<file path="src/rtl/digit_scan_mux.sv">
// ============================================================================
// digit_scan_mux : frame-snapshotted multiplexer of BCD digits onto one bus
//                  with one-hot position strobe, manual select and blanking.
// Revision       : 1.0
// ============================================================================
`default_nettype none

module digit_scan_mux #(
  parameter int                  CHANNELS   = 4,
  parameter int                  DIGIT_W    = 4,
  parameter int                  SCAN_DIV   = 1000,
  parameter int                  SEL_W      = $clog2(CHANNELS),
  parameter logic [DIGIT_W-1:0]  BLANK_CODE = {DIGIT_W{1'b1}}
) (
  input  logic                          clk_scan,
  input  logic                          rst_n_scan,
  input  logic [CHANNELS*DIGIT_W-1:0]   digits_in,
  input  logic                          mode_in,
  input  logic [SEL_W-1:0]              sel_in,
  input  logic                          enable_in,
  input  logic                          lzb_in,
  output logic [DIGIT_W-1:0]            digit_out,
  output logic [CHANNELS-1:0]           sel_out,
  output logic                          frame_out
);

  localparam int PCNT_W = $clog2(SCAN_DIV);
  localparam int IDX_W  = $clog2(CHANNELS);
  localparam logic [PCNT_W-1:0] C_PCNT_LAST = PCNT_W'(SCAN_DIV - 1);
  localparam logic [IDX_W-1:0]  C_IDX_LAST  = IDX_W'(CHANNELS - 1);

  logic [PCNT_W-1:0]           pcnt_q,  pcnt_d;
  logic [IDX_W-1:0]            idx_q,   idx_d;
  logic [CHANNELS*DIGIT_W-1:0] snap_q,  snap_d;
  logic [DIGIT_W-1:0]          digit_q, digit_d;
  logic [CHANNELS-1:0]         sel_q,   sel_d;
  logic                        frame_q, frame_d;

  logic                        tick;
  logic                        zero_run;
  logic [CHANNELS-1:0]         lz_blank;

  always_comb begin
    pcnt_d   = pcnt_q;
    idx_d    = idx_q;
    snap_d   = snap_q;
    digit_d  = digit_q;
    sel_d    = sel_q;
    frame_d  = 1'b0;
    tick     = (pcnt_q == C_PCNT_LAST);
    zero_run = 1'b1;
    lz_blank = '0;

    // Walk from the most significant digit down; a position is dark while
    // every digit at or above it is zero, but channel 0 always stays lit.
    for (int k = CHANNELS - 1; k >= 0; k--) begin
      zero_run    = zero_run & (snap_q[k*DIGIT_W +: DIGIT_W] == '0);
      lz_blank[k] = lzb_in & zero_run & (k != 0);
    end

    if (!enable_in) begin
      pcnt_d  = '0;
      idx_d   = C_IDX_LAST;
      digit_d = BLANK_CODE;
      sel_d   = '0;
    end else if (mode_in) begin
      pcnt_d = '0;
      idx_d  = C_IDX_LAST;
      // An out-of-range selection matches nothing, so the outputs hold.
      for (int k = 0; k < CHANNELS; k++) begin
        if (sel_in == SEL_W'(k)) begin
          digit_d = digits_in[k*DIGIT_W +: DIGIT_W];
          sel_d   = CHANNELS'(1) << k;
        end
      end
    end else begin
      pcnt_d = tick ? '0 : pcnt_q + PCNT_W'(1);
      if (tick) begin
        idx_d = (idx_q == C_IDX_LAST) ? '0 : idx_q + IDX_W'(1);
        if (idx_q == C_IDX_LAST) begin
          snap_d = digits_in;
        end
      end
      for (int k = 0; k < CHANNELS; k++) begin
        if (idx_q == IDX_W'(k)) begin
          sel_d   = CHANNELS'(1) << k;
          digit_d = lz_blank[k] ? BLANK_CODE : snap_q[k*DIGIT_W +: DIGIT_W];
        end
      end
      // pcnt is zero with idx at 0 only on the cycle right after the wrap tick.
      frame_d = (idx_q == '0) && (pcnt_q == '0);
    end
  end

  always_ff @(posedge clk_scan or negedge rst_n_scan) begin
    if (!rst_n_scan) begin
      pcnt_q  <= '0;
      idx_q   <= C_IDX_LAST;
      snap_q  <= {CHANNELS{BLANK_CODE}};
      digit_q <= BLANK_CODE;
      sel_q   <= '0;
      frame_q <= 1'b0;
    end else begin
      pcnt_q  <= pcnt_d;
      idx_q   <= idx_d;
      snap_q  <= snap_d;
      digit_q <= digit_d;
      sel_q   <= sel_d;
      frame_q <= frame_d;
    end
  end

  assign digit_out = digit_q;
  assign sel_out   = sel_q;
  assign frame_out = frame_q;

endmodule

`default_nettype wire
</file>
<file path="config.mk">
export PLATFORM = sky130hd
export DESIGN_NAME = digit_scan_mux
export DESIGN_NICKNAME = d
export VERILOG_FILES = /design/src/rtl/digit_scan_mux.sv
export SDC_FILE = /design/constraint.sdc
export NUM_CORES = 1
export LEC_CHECK = 0
export CAP_MARGIN = 10
export CORE_UTILIZATION = 47
export DETAILED_ROUTE_END_ITERATION = 12
export GPL_TIMING_DRIVEN = 0
export PLACE_DENSITY = 0.85
export SLEW_MARGIN = 20
export SYNTH_ARGS = -nofsm -noshare
export SYNTH_HDL_FRONTEND = slang
export SYNTH_SLANG_ARGS = --single-unit
</file>
<file path="constraint.sdc">
create_clock -name clk_scan -period 2.1 [get_ports clk_scan]
set_input_delay 0.42 -clock clk_scan [delete_from_list [all_inputs] [get_ports clk_scan]]
set_output_delay 0.42 -clock clk_scan [all_outputs]
set_load 0.1 [all_outputs]
</file>
==> impl_metrics.env <==
export IMPL_status="finished, final reports clean"
export IMPL_fin_crit_ns=2.07
export IMPL_finalClockSkew_ns=0.00775
export IMPL_power_density_nw_per_um2=577
export IMPL_syn_area_um2=2140
export IMPL_crit_fanout=1
export IMPL_synth_seq_cells=37
export IMPL_cts_sinks=37
export IMPL_slew_headroom=0.369
export IMPL_final_nets=256
export IMPL_overflow=0
export IMPL_rr_startpoint="idx_q[0]"
export IMPL_clock_latency_ns=0.29
export IMPL_gp_congestion=0.886
export IMPL_hold_path_class="input port to async pin"
export IMPL_drt_drc_violations_left=0
export IMPL_syn_avg_cell_area_um2=11.2
export IMPL_ys_types=46
export IMPL_start_kind="flop"
export IMPL_io_buffers=28
export IMPL_syn_to_final_growth_pct=21.7
export IMPL_wl_per_cell_um=15.8
export IMPL_synth_edf_count=0
export IMPL_htree_levels=2
export IMPL_yosys_top_cells_count="dfstp_2 (22), nor2_1 (19), nand2_1 (18)"
export IMPL_synthArstFlopShare=1.00
export IMPL_synth_nets=221
export IMPL_layout_setup_ws_ns=0.0323
export IMPL_period_share=0.985
export IMPL_grt_setup_unrepaired="false"
export IMPL_synth_area_leader_cell="dfstp_2"
export IMPL_yosysMostFrequentCell="dfstp_2"
export IMPL_num_vias=1568
export IMPL_start_util=0.491
export IMPL_pre_cts_ws_ns=-0.240
export IMPL_dp_hpwl_um=3260
export IMPL_grt_pass1_vias=1552
export IMPL_grt_usage=0.203
export IMPL_cts_max_path_buffers=2
export IMPL_cp_top_family="buffers and inverters"
export IMPL_timing_hold_ws_ns=0.0780
export IMPL_drive_above_1_share=0.282
export IMPL_cts_tree="built"
export IMPL_via_per_inst=5.62
export IMPL_slowest_stage="dlygate4sd2_1"
export IMPL_num_antenna_cells=0
export IMPL_ios=32
export IMPL_grt_antenna_before_repair=0
export IMPL_hold_violations=0
export IMPL_post_cts_resized=11
export IMPL_cts_buffers=5
export IMPL_rows=24
export IMPL_fp_dieH_um=69.4
export IMPL_die_area_um2=4820
export IMPL_leakage_nw=1.14
export IMPL_finalSetupViolations=0
export IMPL_drt_wl_total_um=4420
export IMPL_ant_nets=0
export IMPL_clock_root_buffer="clkbuf_8"
export IMPL_yosys_warnings=0
export IMPL_synthTopCellsByArea="dfstp_2 (27%), dfrtp_1 (18%), mux2_4 (7.0%)"
export IMPL_grt_pass1_wl_um=7620
export IMPL_hold_buffers=0
export IMPL_slowest_delay_ns=0.84
export IMPL_maxCapViolCount=0
export IMPL_crit_path_end_kind="output pin"
export IMPL_die_x_um=69.4
export IMPL_finalMaxSlewViolations=0
export IMPL_required_ns=1.68
export IMPL_setup_worst_path_start="digit_out[3]"
export IMPL_cp_data_arrival_time_ns=1.65
export IMPL_path_clk_slew_ns=0.08
export IMPL_yosysSeqAreaShare=0.446
export IMPL_firstDrtPassIters=4
export IMPL_path_buf_inv=1
export IMPL_synth_top_area_frac=0.270
export IMPL_synthFlopType="dfstp_2"
export IMPL_grt_start_max_net_pins=21
export IMPL_post_cts_repair_setup_buffers=0
export IMPL_worstPathCellList="dlygate4sd2_1"
export IMPL_drt_initial_drc_count=128
export IMPL_core_um2=4350
export IMPL_worst_ir_drop_vdd_mv=0.381
export IMPL_max_freq_mhz=484
export IMPL_fin_tns_setup_ns=0
export IMPL_crit_type="flop to output pin"
export IMPL_tightest_slew_ns=0.950
export IMPL_synthCells=191
[placed cells by master, fill, tap and decap left out, types with 3 or more instances in the layout]
cell type and count:
nand4_1 4, o31ai_1 3, clkdlybuf4s15_1 3, clkbuf_8 5, nor2_1 19, o211ai_1 3, nor4b_1 3, dfstp_2 22
clkdlybuf4s50_1 18, dfrtp_1 15, nor2b_1 6, mux2_4 10, nor3_1 6, a21boi_0 3, nand3_1 3, ha_1 6
dlygate4sd2_1 6, mux4_2 4, nand2_1 18, xnor2_1 5, inv_1 9, clkbuf_1 5, xor2_1 4, mux2_2 6
[path summary, 6_finish.rpt]
check / to / slack (ns) / cells past startpoint
max: digit_out[3] / 0.03 / 1
min: sel_out[3] / 0.08 / 1
max reg2reg: digit_out[3] / 0.08 / 5
min reg2reg: pcnt_q[0] / 0.49 / 1
min in group clk_scan: pcnt_q[0] / 0.49 / 1
max in group asynchronous: idx_q[1] / 1.49 / 2
[power breakdown]
part           switching (W)  internal, W  total (W)
combinational       0.000155    0.0000992   0.000254
sequential         0.0000169     0.000751   0.000768
clock               0.000250     0.000230   0.000479
[metal layers]
| metal | vias to the layer above | wire [um] | track usage |
|---|---|---|---|
| met5 | - | 0 | 0 |
| met4 | 0 | 71 | 0.0839 |
| met3 | 6 | 242 | 0.0480 |
| met2 | 55 | 2000 | 0.298 |
| met1 | 762 | 2110 | 0.290 |
| li1 | 745 | - | - |
[logic make-up (layout without fill, tap and decap cells)]
kind of cell	count (synthesis)	count (layout)	share of synthesized area
and+or+nand+nor	74	74	0.190
DFF	37	37	0.446
AOI/OAI and AO/OA	23	23	0.0837
muxes	22	22	0.153
buffers and inverters	19	55	0.0486
xor gates and xnor gates	9	9	0.0369
adders and majority gates	7	7	0.0410
[layout make-up]
type | instances | area, um2
Inverter | 10 | 37.5
Clock inverter | 2 | 10.0
Buffer | 8 | 62.6
Tap cell | 52 | 65.1
Timing Repair Buffer | 29 | 295
Fill cell | 340 | 1750
Multi-Input combinational cell | 135 | 1100
Sequential cell | 37 | 953
Clock buffer | 6 | 72.6
[sequential cells by signal, indices dropped and copies added (netlist names)]
name	cells
snap_q	16
digit_out	4
idx_q	2
frame_out	1
pcnt_q	10
sel_out	4
[stage by stage]
stage / utilization / instances / cell area [um2] / power [W]
after detailed placement: 0.575 / 272 / 2500 / 0.00104
final: 0.597 / 279 / 2600 / 0.00150
after global placement: 0.570 / 271 / 2480 / 0.00103
after global routing: 0.597 / 279 / 2600 / 0.00158
after CTS: 0.593 / 280 / 2580 / 0.00151
after floorplan: - / 191 / 2140 / 0.000935
Note: power is estimated with default switching activity, not from simulation.
